## config.mk

```make
export PLATFORM = sky130hd
export DESIGN_NAME = pll_clken_mgr
export DESIGN_NICKNAME = d
export VERILOG_FILES = /design/src/rtl/pll_clken_mgr.sv
export SDC_FILE = /design/constraint.sdc
export NUM_CORES = 1
export LEC_CHECK = 0
export CORE_MARGIN = 2
export CORE_UTILIZATION = 55
export DETAILED_ROUTE_END_ITERATION = 8
export GPL_ROUTABILITY_DRIVEN = 1
export PLACE_DENSITY = 0.8
export SETUP_SLACK_MARGIN = 0.05
export SLEW_MARGIN = 25
export SYNTH_ARGS = -nofsm -noshare
export SYNTH_HDL_FRONTEND = slang
export SYNTH_SLANG_ARGS = --single-unit
```

## constraint.sdc

```tcl
create_clock -name clkin -period 3 [get_ports clkin]
set_input_delay 0.3 -clock clkin [delete_from_list [all_inputs] [get_ports clkin]]
set_output_delay 0.3 -clock clkin [all_outputs]
set_load 0.005 [all_outputs]
```

## src/rtl/pll_clken_mgr.sv

```systemverilog
// pll_clken_mgr: qualifies the PLL lock and generates NCH
// run-time programmable, phase-aligned clock-enable streams.
module pll_clken_mgr #(
    parameter int NCH           = 4,
    parameter int DIV_W         = 6,
    parameter int STABLE_CYCLES = 16,
    parameter int DEFAULT_DIV   = 30,
    localparam int CH_W = (NCH > 1) ? $clog2(NCH) : 1
) (
    input  logic             clkin,
    input  logic             reset,
    input  logic             pll_lock,
    input  logic             cfg_wr,
    input  logic [CH_W-1:0]  cfg_ch,
    input  logic [DIV_W-1:0] cfg_div,
    input  logic [DIV_W-1:0] cfg_phase,
    input  logic [NCH-1:0]   ch_en,
    output logic [NCH-1:0]   tick,
    output logic [NCH-1:0]   clkout,
    output logic             ready,
    output logic             lock_lost
);

    localparam int SW = (STABLE_CYCLES > 1) ? $clog2(STABLE_CYCLES) : 1;
    localparam logic [SW-1:0] STAB_LAST = SW'(STABLE_CYCLES - 1);
    localparam logic [DIV_W-1:0] DIV_RST = DIV_W'(DEFAULT_DIV);

    typedef enum logic [1:0] {
        WAIT_LOCK,
        STABLE,
        RUN,
        LOST
    } state_t;

    state_t        state;
    state_t        state_nx;
    logic [SW-1:0] stab_cnt;
    logic [SW-1:0] stab_nx;
    logic [1:0]    sync;
    logic          lk;
    logic          run_ok;
    logic          run_entry;

    assign lk        = sync[1];
    assign ready     = (state == RUN);
    assign run_ok    = (state == RUN) && lk;
    assign run_entry = (state_nx == RUN) && (state != RUN);

    always_ff @(posedge clkin) begin
        if (reset) begin
            state     <= WAIT_LOCK;
            stab_cnt  <= '0;
            sync      <= '0;
            lock_lost <= 1'b0;
        end else begin
            state    <= state_nx;
            stab_cnt <= stab_nx;
            sync     <= {sync[0], pll_lock};
            if (state == RUN && !lk)
                lock_lost <= 1'b1;
        end
    end

    always_comb begin
        state_nx = state;
        stab_nx  = stab_cnt;
        unique case (state)
            WAIT_LOCK: begin
                if (lk) begin
                    state_nx = STABLE;
                    stab_nx  = '0;
                end
            end
            STABLE: begin
                if (!lk)
                    state_nx = WAIT_LOCK;
                else if (stab_cnt == STAB_LAST)
                    state_nx = RUN;
                else
                    stab_nx = stab_cnt + 1'b1;
            end
            RUN: begin
                if (!lk)
                    state_nx = LOST;
            end
            LOST: begin
                state_nx = WAIT_LOCK;
            end
            default: begin
                state_nx = WAIT_LOCK;
            end
        endcase
    end

    function automatic logic [DIV_W-1:0] eff_div(input logic [DIV_W-1:0] d);
        return (d == '0) ? DIV_W'(1) : d;
    endfunction

    for (genvar i = 0; i < NCH; i++) begin : g_ch
        logic [DIV_W-1:0] div_sh;
        logic [DIV_W-1:0] ph_sh;
        logic [DIV_W-1:0] div_ac;
        logic [DIV_W-1:0] cnt;
        logic [DIV_W-1:0] de;
        logic [DIV_W-1:0] de_sh;
        logic [DIV_W-1:0] ld_val;
        logic             en_q;
        logic             t_q;
        logic             c_q;
        logic             ld;
        logic             wr;
        logic             wrap;

        assign de     = eff_div(div_ac);
        assign de_sh  = eff_div(div_sh);
        // the shadow becomes active on load, so it sets the load value
        assign ld_val = (ph_sh >= de_sh) ? '0 : ph_sh;
        assign ld     = run_entry ||
                        (state == RUN && ch_en[i] && !en_q);
        assign wr     = cfg_wr && (cfg_ch == CH_W'(i));
        assign wrap   = (cnt == de - DIV_W'(1));

        assign tick[i]   = t_q;
        assign clkout[i] = c_q;

        always_ff @(posedge clkin) begin
            if (reset) begin
                div_sh <= DIV_RST;
                ph_sh  <= '0;
                div_ac <= DIV_RST;
                cnt    <= '0;
                en_q   <= 1'b0;
                t_q    <= 1'b0;
                c_q    <= 1'b0;
            end else begin
                en_q <= ch_en[i];
                t_q  <= 1'b0;
                c_q  <= 1'b0;
                if (wr) begin
                    div_sh <= cfg_div;
                    ph_sh  <= cfg_phase;
                end
                if (ld) begin
                    cnt    <= ld_val;
                    div_ac <= div_sh;
                end else if (run_ok && ch_en[i]) begin
                    t_q <= wrap;
                    c_q <= (cnt < (de >> 1));
                    if (wrap) begin
                        cnt    <= '0;
                        div_ac <= div_sh;
                    end else begin
                        cnt <= cnt + DIV_W'(1);
                    end
                end
            end
        end
    end

endmodule
```

; Word-level counts from Yosys, hierarchy flattened
; Cells that the tools add are included.
[classes]
div = 0
multipliers = 0
n_reduce_logical = 56
add_sub_neg = 9
n_eq_ne = 16
magnitude_cmp = 8
shift = 0
bitwise = 4
muxes = 45
[op_table]
columns = operator, n
row1 = $mux W6, 36
row2 = $logic_not A6 Y1, 8
row3 = $add A6 B1 Y6 const B, 4
row4 = $eq A6 B6 Y1, 4
row5 = $ge A6 B6 Y1, 4
row6 = $lt A6 B5 Y1, 4
row7 = $sub A6 B1 Y6 const B, 4
row8 = $logic_and A1 B1 Y1, 19
row9 = $reduce_bool A2 Y1, 9
row10 = $mux W4, 3
row11 = $reduce_or A3 Y1, 4
row12 = $eq A2 B2 Y1 const B, 5
row13 = $mux W2, 4
row14 = $ne A2 B2 Y1 const B, 4
row15 = $pmux W2 S4, 1
row16 = $pmux W4 S2, 1
row17 = $reduce_and A2 Y1, 4
row18 = $logic_not A1 Y1, 5
row19 = $add A4 B1 Y4 const B, 1
row20 = $eq A2 B1 Y1 const B, 2
row21 = $eq A4 B4 Y1 const B, 1
row22 = $logic_not A2 Y1, 2
row23 = $logic_or A1 B1 Y1, 4
row24 = $not A1 Y1, 4
row25 = $reduce_and A4 Y1, 1
[totals]
ram_bits = 0
output_inout_bits = 10
in_bits = 22
n_memories = 0
romBits = 0
latch_bits = 0
wordCells = 170
ff_bits = 117

; Logic depth before layout (Yosys ltp)
; Gate-level depths: netlist of run 1.
[logic_depth]
word_depth = 9
mapped_depth = 11

; Worst setup path before layout of run 1
; OpenSTA, ideal clock, no wires.
[synth_path]
path_kind = register -> register
start = register g_ch[1].div_ac[1]
end = register g_ch[1].div_ac[3]
arrival_ns = 2.401
synth_period_minus_slack_ns = 2.553
t_required_ns = 2.848
path_stages_with_launch = 12
slack_ns = 0.447
n_path_buf = 1
cell_sequence = dfxtp_1 -> or4_1 -> nor2_1 -> nor2_1 -> ha_1 -> xnor2_1 -> a21oi_1 -> nor4bb_1 -> a21oi_2 -> buf_2 -> o21ai_0 -> o311ai_0
[synth_via]
elab_chain_cells = 6
[synth_lines]
columns = element, line
row1 = start: declaration, 102  ; logic [DIV_W-1:0] div_ac;
row2 = start signal: assignment, 145  ; div_ac <= div_sh;
row3 = start signal: assignment, 151  ; div_ac <= div_sh;
row4 = $logic_not A6 Y1, 96  ; return (d == '0) ? DIV_W'(1) : d;
row5 = $mux W6 *, 96
row6 = $sub A6 B1 Y6 *, 121  ; assign wrap = (cnt == de - DIV_W'(1));
row7 = $eq A6 B6 Y1 *, 121
row8 = $reduce_bool A2 Y1 (no line) *, -
row9 = $reduce_and A2 Y1 (no line) *, -
; Every way passes the cells marked *; elsewhere a longest branch is shown, timed or not.
; A chain may end at the register's enable or synchronous reset.

; Worst setup path after layout of run 1
[layout_path]
start = register g_ch[2].div_ac[2]
end = register g_ch[2].div_ac[3]
[layout_via]
elab_chain_cells = 6
[layout_lines]
columns = element, line
row1 = start: declaration, 102
row2 = start signal: assignment, 145
row3 = start signal: assignment, 151
row4 = $logic_not A6 Y1, 96
row5 = $mux W6 *, 96
row6 = $sub A6 B1 Y6 *, 121
row7 = $eq A6 B6 Y1 *, 121
row8 = $reduce_bool A2 Y1 (no line) *, -
row9 = $reduce_and A2 Y1 (no line) *, -
; Marks and branches as above.

==> results of run 1 <==
-- final cells by class --
| type | count | area, sq um |
|---|---|---|
| Clock buffer | 21 | 480 |
| Clock inverter | 9 | 150 |
| Fill cell | 966 | 4270 |
| Inverter | 53 | 199 |
| Multi-Input combinational cell | 585 | 3890 |
| Sequential cell | 117 | 2340 |
| Tap cell | 147 | 184 |
| Timing Repair Buffer | 42 | 400 |
-- layer usage --
layer	part of all wire (%)	track usage (%)	wire length, um
met5	0	0	0
met4	2.7	12.4	459
met3	7.6	6.22	1310
met2	49	46.1	8370
met1	41	33.6	7120
-- cells in the mapped netlist, drive strengths merged, types with 5 or more instances --
| cell | number | share of area, % |
|---|---|---|
| a2111oi | 7 | 1.3 |
| a211o | 5 | 0.66 |
| a21o | 9 | 1.0 |
| a21oi | 75 | 5.7 |
| a221oi | 8 | 1.2 |
| a22oi | 11 | 1.2 |
| a31o | 5 | 0.66 |
| a31oi | 5 | 0.47 |
| and3 | 8 | 0.75 |
| buf | 18 | 1.6 |
| clkbuf | 28 | 1.8 |
| dfxtp | 117 | 35 |
| ha | 49 | 9.2 |
| inv | 52 | 2.9 |
| nand2 | 115 | 6.5 |
| nand2b | 14 | 1.3 |
| nand3 | 30 | 2.3 |
| nand4 | 5 | 0.47 |
| nor2 | 29 | 1.6 |
| nor2b | 14 | 1.3 |
| nor3 | 19 | 1.4 |
| nor3b | 8 | 0.91 |
| nor4 | 6 | 0.57 |
| o211ai | 36 | 4.1 |
| o21a | 6 | 0.79 |
| o21ai | 25 | 1.9 |
| or2 | 6 | 0.57 |
| xnor2 | 20 | 2.6 |
| xor2 | 10 | 1.3 |
-- how the worst min path moves through the flow --
stage | from | endpoint | slack, ns | depth (start not counted)
6_report | reset | g_ch[0].cnt[5]$_SDFFE_PP0P_ | 0.17 | 2
5_1_grt | reset | g_ch[0].cnt[5]$_SDFFE_PP0P_ | 0.17 | 2
4_1_cts | reset | g_ch[0].cnt[5]$_SDFFE_PP0P_ | 0.17 | 2
3_5_place_dp | sync[0]$_SDFF_PP0_ | sync[1]$_SDFF_PP0_ | 0.43 | 1
3_3_place_gp | sync[0]$_SDFF_PP0_ | sync[1]$_SDFF_PP0_ | 0.43 | 1
2_1_floorplan | sync[0]$_SDFF_PP0_ | sync[1]$_SDFF_PP0_ | 0.41 | 1
-- sequential cells by signal, indices dropped and copies added (netlist names) --
signal,count
g_ch.div_ac,24
g_ch.c_q,4
state,2
stab_cnt,4
g_ch.div_sh,24
g_ch.ph_sh,24
g_ch.t_q,4
lock_lost,1
sync,2
g_ch.cnt,24
g_ch.en_q,4
-- power by group --
| group | leakage (nW) | switching [mW] | internal (mW) |
|---|---|---|---|
| combinational | 1.89 | 0.123 | 0.0826 |
| sequential | 0.950 | 0.0338 | 1.59 |
| clock | 0.307 | 0.690 | 1.46 |
-- per-stage QoR --
stage               instances  utilization [%]  power, mW  worst slack, ns  setup TNS (ns)
global route              974             64.2       4.10           0.0701               0
finish                    974             64.2       3.98            0.176               0
global placement          944             58.7       1.84            0.280               0
CTS                       974             64.0       3.99            0.121               0
detailed placement        944             58.7       1.85          -0.0281         -0.0466
floorplan                 802                -       1.77            0.447               0
-- what timing repair did --
action	in CTS	in global routing
resized for setup	1	3
endpoints found under the setup margin	6	11
endpoints found under the hold margin	0	0
setup buffers	0	0
-- cell families after synthesis --
group,Yosys count,share of synthesized area [%]
AO/OA/AOI/OAI,225,23.9
XOR/XNOR,30,3.96
adder cells (fa/ha/maj),49,9.24
buffers and inverters,100,6.51
flip-flops,117,35.3
multiplexers,4,0.603
AND/OR/NAND/NOR,277,20.5
==> metrics, run 1 <==
Final Skew=0.00831 ns; Initial Util=55.7%; max cap viols=0; Top FF cell, synth=dfxtp_1; Syn-to-layout area delta=15.2%; Post-Route WL=17.3 mm; Setup crit end kind=register; FF-to-FF End=g_ch[2].div_ac[3]$_SDFFE_PP1P_; antenna cell count=0; initial drt markers=512; most common cell after layout, fill and taps aside=dfxtp_1; vias in the first global route=approximately 6.1k; Antenna Violating Nets Remaining=0; Setup Crit Path Kind=register to register; EDFF count, synth=0; worst path cell trace=or4_4 > nor2_1 > nor2_1 > ha_1 > xor2_1 > xnor2_1 > nand3_1 > o31a_4 > nor2_1 > o211ai_1; sequential area share after synthesis=35.3%; Peak VDD IR=0.425 mV; DIE HEIGHT=114 um; Die ar.=13,000 sq um; Worst-Margin Slew=slightly above 1 ns; synthesized area per cell=8.27 sq um; Final Net Count=887; syn_nets=873; Worst R2R Path Depth=10; Worst Setup SP=g_ch[2].div_ac[2]$_SDFFE_PP1P_; Avg WL per Cell=between 15 and 20 um; DR pass1 iterations=5; Setup crit start kind=register; final setup violation count=0; Final GP Congestion=~0.86; Hold Vio Cnt, Final=0; WHS=0.172 ns; Period Utilization, post-route=94.1%; TritonCTS buffer count=17; FF-to-FF Start=g_ch[2].div_ac[2]$_SDFFE_PP1P_; outcome=finished, final reports clean; arrival time worst endpoint=roughly 3.1 ns; CTS root buffer=clkbuf_16; fin crit period=around 2.8 ns; GRT Residual Overflow=0; share of layout cells above drive strength 1=8.22%; # rows=40; first-pass GRT wire length=28.8 mm; DPL Wire Length=about 12 mm; Clock transition at path regs=0.06 ns; asr flop ratio synth=0%; most frequent cells in the layout=dfxtp_1, nand2_1, a21oi_1, inv_1, ha_1; Worst path max stage delay=0.55 ns; vias per inst=6.29; f_max=354 MHz; drt drc=0; Crit. path cell count=10; largest net degree at the start of global routing=69; Worst slew margin=a little under a third; Crit path buffers/inverters=0; YS warnings=0; Design Area, Final=between 7000 and 8000 sq um; PD cells=521 nW/um^2; Skew-Pair Late Insertion Delay=between 0.4 and 0.5 ns; worst endpoint required time=3.22 ns; P_leak=roughly 3.1 nW; FF+latch count, synth=~120; io pins=32; I/O Buffers=31; placed cell area=6990 sq um; clk buf depth=2; synthesized area=6640 sq um; crit path capture=g_ch[2].div_ac[3]$_SDFFE_PP1P_; CTS tree=built; core area=between 10,000 and 15,000 sq um; via count=6,127; antenna violations before repair=0; Mapped Cells=about 800; Hold Path Class=primary input to register; Critical-path top delay cell=or4_4; Worst Path Max Fanout=8; setup slack, reg-to-reg=0.18 ns; family with the most delay on the worst path=simple AND/OR/NAND/NOR gates; Hold-fix buffers, CTS=0; Worst path most repeated cell=nor2_1; Sink Count=about 120; Die W=approximately 110 um; H-tree depth=4; All-Layer GR Usage=27.4%; Final Max Tran Viols=0; post-synthesis cell type count=73; RSZ-0062 raised after global routing=false
(Power assumes the default switching activity.)
==> run 2, diff against run 1 <==
--- a/config.mk
+++ b/config.mk
@@ -9,7 +9,7 @@
 export CORE_UTILIZATION = 55
 export DETAILED_ROUTE_END_ITERATION = 8
 export GPL_ROUTABILITY_DRIVEN = 1
-export PLACE_DENSITY = 0.8
+export PLACE_DENSITY = 0.83
 export SETUP_SLACK_MARGIN = 0.05
 export SLEW_MARGIN = 25
 export SYNTH_ARGS = -nofsm -noshare
==> constraint.sdc (replaced) <==
create_clock -name clkin -period 2.52 [get_ports clkin]
set_input_delay 0.252 -clock clkin [delete_from_list [all_inputs] [get_ports clkin]]
set_output_delay 0.252 -clock clkin [all_outputs]
set_load 0.005 [all_outputs]
==> metrics, run 2 (synthesis results as in run 1) <==
Period Utilization, post-route=105% (+11 points); initial drt markers=415 (-19%); fin crit period=2.64 ns (-0.181 ns); dpl ws=-0.0350 ns (-0.00689 ns); Worst-Margin Slew=0.619 ns (-0.408 ns); Post-Route WL=17.8 mm (+3.2%); Setup crit end kind=register; first-pass GRT wire length=28.1 mm (-2.6%); Worst path max stage delay=0.53 ns (-0.02 ns); Worst Path Max Fanout=5 (-3); vias in the first global route=5,715 (-6.4%); Final Net Count=933 (+5.2%); worst endpoint required time=2.81 ns (-0.41 ns); final setup violation count=11 (+11); largest net degree at the start of global routing=42 (-39%); DR pass1 iterations=5 (unchanged); vias per inst=6.12 (-2.8%); FF-to-FF Start=g_ch[1].div_ac[3]$_SDFFE_PP1P_; Die ar.=13,000 sq um (unchanged); Syn-to-layout area delta=22.8%; RSZ-0062 raised after global routing=true; Final Skew=0.00772 ns (-0.000584 ns); Peak VDD IR=0.459 mV (+8.0%); PD cells=586 nW/um^2 (+13%); H-tree depth=4 (unchanged); io pins=32 (unchanged); Hold Path Class=primary input to register; TritonCTS buffer count=17 (unchanged); FF-to-FF End=g_ch[1].div_ac[5]$_SDFFE_PP0P_; worst path cell trace=or4_4 > nor2_2 > nor2_1 > ha_1 > xnor2_1 > a21oi_1 > nor4bb_4 > a21oi_2 > buf_6 > buf_6 > o211ai_1 > o41ai_1; fillers=905 (-6.3%); max cap viols=0 (unchanged); Setup WS post-layout=-0.123 ns (-0.299 ns); I/O Buffers=31 (unchanged); Sum Neg Setup Slack=-0.796 ns (-0.796 ns); f_max=378 MHz (+6.9%); Setup crit start kind=register; Skew-Pair Late Insertion Delay=0.42 ns (about the same); Sink Count=117 (unchanged); GRT Residual Overflow=0 (unchanged); Setup Crit Path Kind=register to register; Critical-path top delay cell=or4_4; placed cell area=7240 sq um (+3.6%); hold depth=2 (unchanged); share of layout cells above drive strength 1=16.4% (+8.1 points); Hold Path Sink=lock_lost$_SDFFE_PP0P_; Worst slew margin=58.7% (+27 points); # rows=40 (unchanged); Antenna Violating Nets Remaining=0 (unchanged); failing checks=negative setup slack; Design Area, Final=8150 sq um (+6.6%); Hold-fix buffers, CTS=0 (unchanged); most frequent cells in the layout=nand2_1, dfxtp_1, a21oi_1, inv_1, buf_4; Final Max Tran Viols=0 (unchanged); family with the most delay on the worst path=simple AND/OR/NAND/NOR gates; DPL Wire Length=11.7 mm (-0.16%); Clock transition at path regs=0.05 ns (about the same); DIE HEIGHT=114 um (unchanged); Worst R2R Path Depth=12 (+2); setup slack, reg-to-reg=-0.12 ns (-0.30 ns); Final GP Congestion=0.875 (+1.7%); CTS root buffer=clkbuf_16; CTS tree=built; outcome=complete, but fails checks; Initial Util=55.7% (unchanged); via count=6,245 (+1.9%); core area=11,900 sq um (unchanged); Worst Setup SP=g_ch[1].div_ac[3]$_SDFFE_PP1P_; Crit path buffers/inverters=2 (+2); Avg WL per Cell=17.4 um (-1.6%); arrival time worst endpoint=2.93 ns (-0.12 ns); hold_sp=reset; antenna cell count=0 (unchanged); P_leak=3.40 nW (+8.0%); clk buf depth=2 (unchanged); Hold Vio Cnt, Final=0 (unchanged); antenna violations before repair=0 (unchanged); WHS=0.285 ns (+0.113 ns); Worst path most repeated cell=buf_6; All-Layer GR Usage=27.0% (-0.40 points); Die W=114 um (unchanged); drt drc=0 (unchanged)
run 2: metal layers:
metal	track usage, %	up-vias	wire length (um)
met5	0	-	0
met3	5.21	46	1120
met2	44.3	214	8390
met4	11.4	0	520
met1	35.0	2986	7770
li1	-	2999	-
run 2: per-stage QoR:
step	power (mW)	instances	util, %
finish	4.78	1021	68.4
global route	4.90	1021	68.4
CTS	4.78	1012	66.6
detailed placement	2.21	977	60.8
global placement	2.20	977	60.8
floorplan	2.10	802	-
run 2: where the power goes:
group / switching [mW] / internal (mW)
logic: 0.149 / 0.102
registers: 0.0395 / 1.89
clock network: 0.843 / 1.75
total: 1.03 / 3.74
run 2: worst max path at each step:
| stage | to | slack [ns] | cells after the start |
|---|---|---|---|
| 2_1_floorplan | g_ch[2].cnt[1]$_SDFFE_PP0P_ | 0.06 | 10 |
| 3_3_place_gp | g_ch[1].div_ac[5]$_SDFFE_PP0P_ | 0.004 | 12 |
| 3_5_place_dp | g_ch[1].div_ac[5]$_SDFFE_PP0P_ | -0.03 | 12 |
| 4_1_cts | g_ch[1].div_ac[5]$_SDFFE_PP0P_ | -0.11 | 12 |
| 5_1_grt | g_ch[1].div_ac[5]$_SDFFE_PP0P_ | -0.27 | 12 |
| 6_report | g_ch[1].div_ac[5]$_SDFFE_PP0P_ | -0.12 | 12 |
run 2: layout make-up:
cell class                      instances  area, sq um  share of cell area [%]
Inverter                               53          199                    2.44
Clock inverter                          8          146                    1.80
Multi-Input combinational cell        585         4030                    49.4
Clock buffer                           23          488                    5.99
Sequential cell                       117         2350                    28.8
Tap cell                              147          184                    2.26
Timing Repair Buffer                   88          752                    9.23
run 2: repair_timing:
| action | in CTS | in global routing |
|---|---|---|
| setup endpoints to repair | 26 | 49 |
| cloned | 0 | 1 |
| buffers inserted | 4 | 8 |
| gates resized for setup | 9 | 42 |
| pin swaps | 14 | 24 |
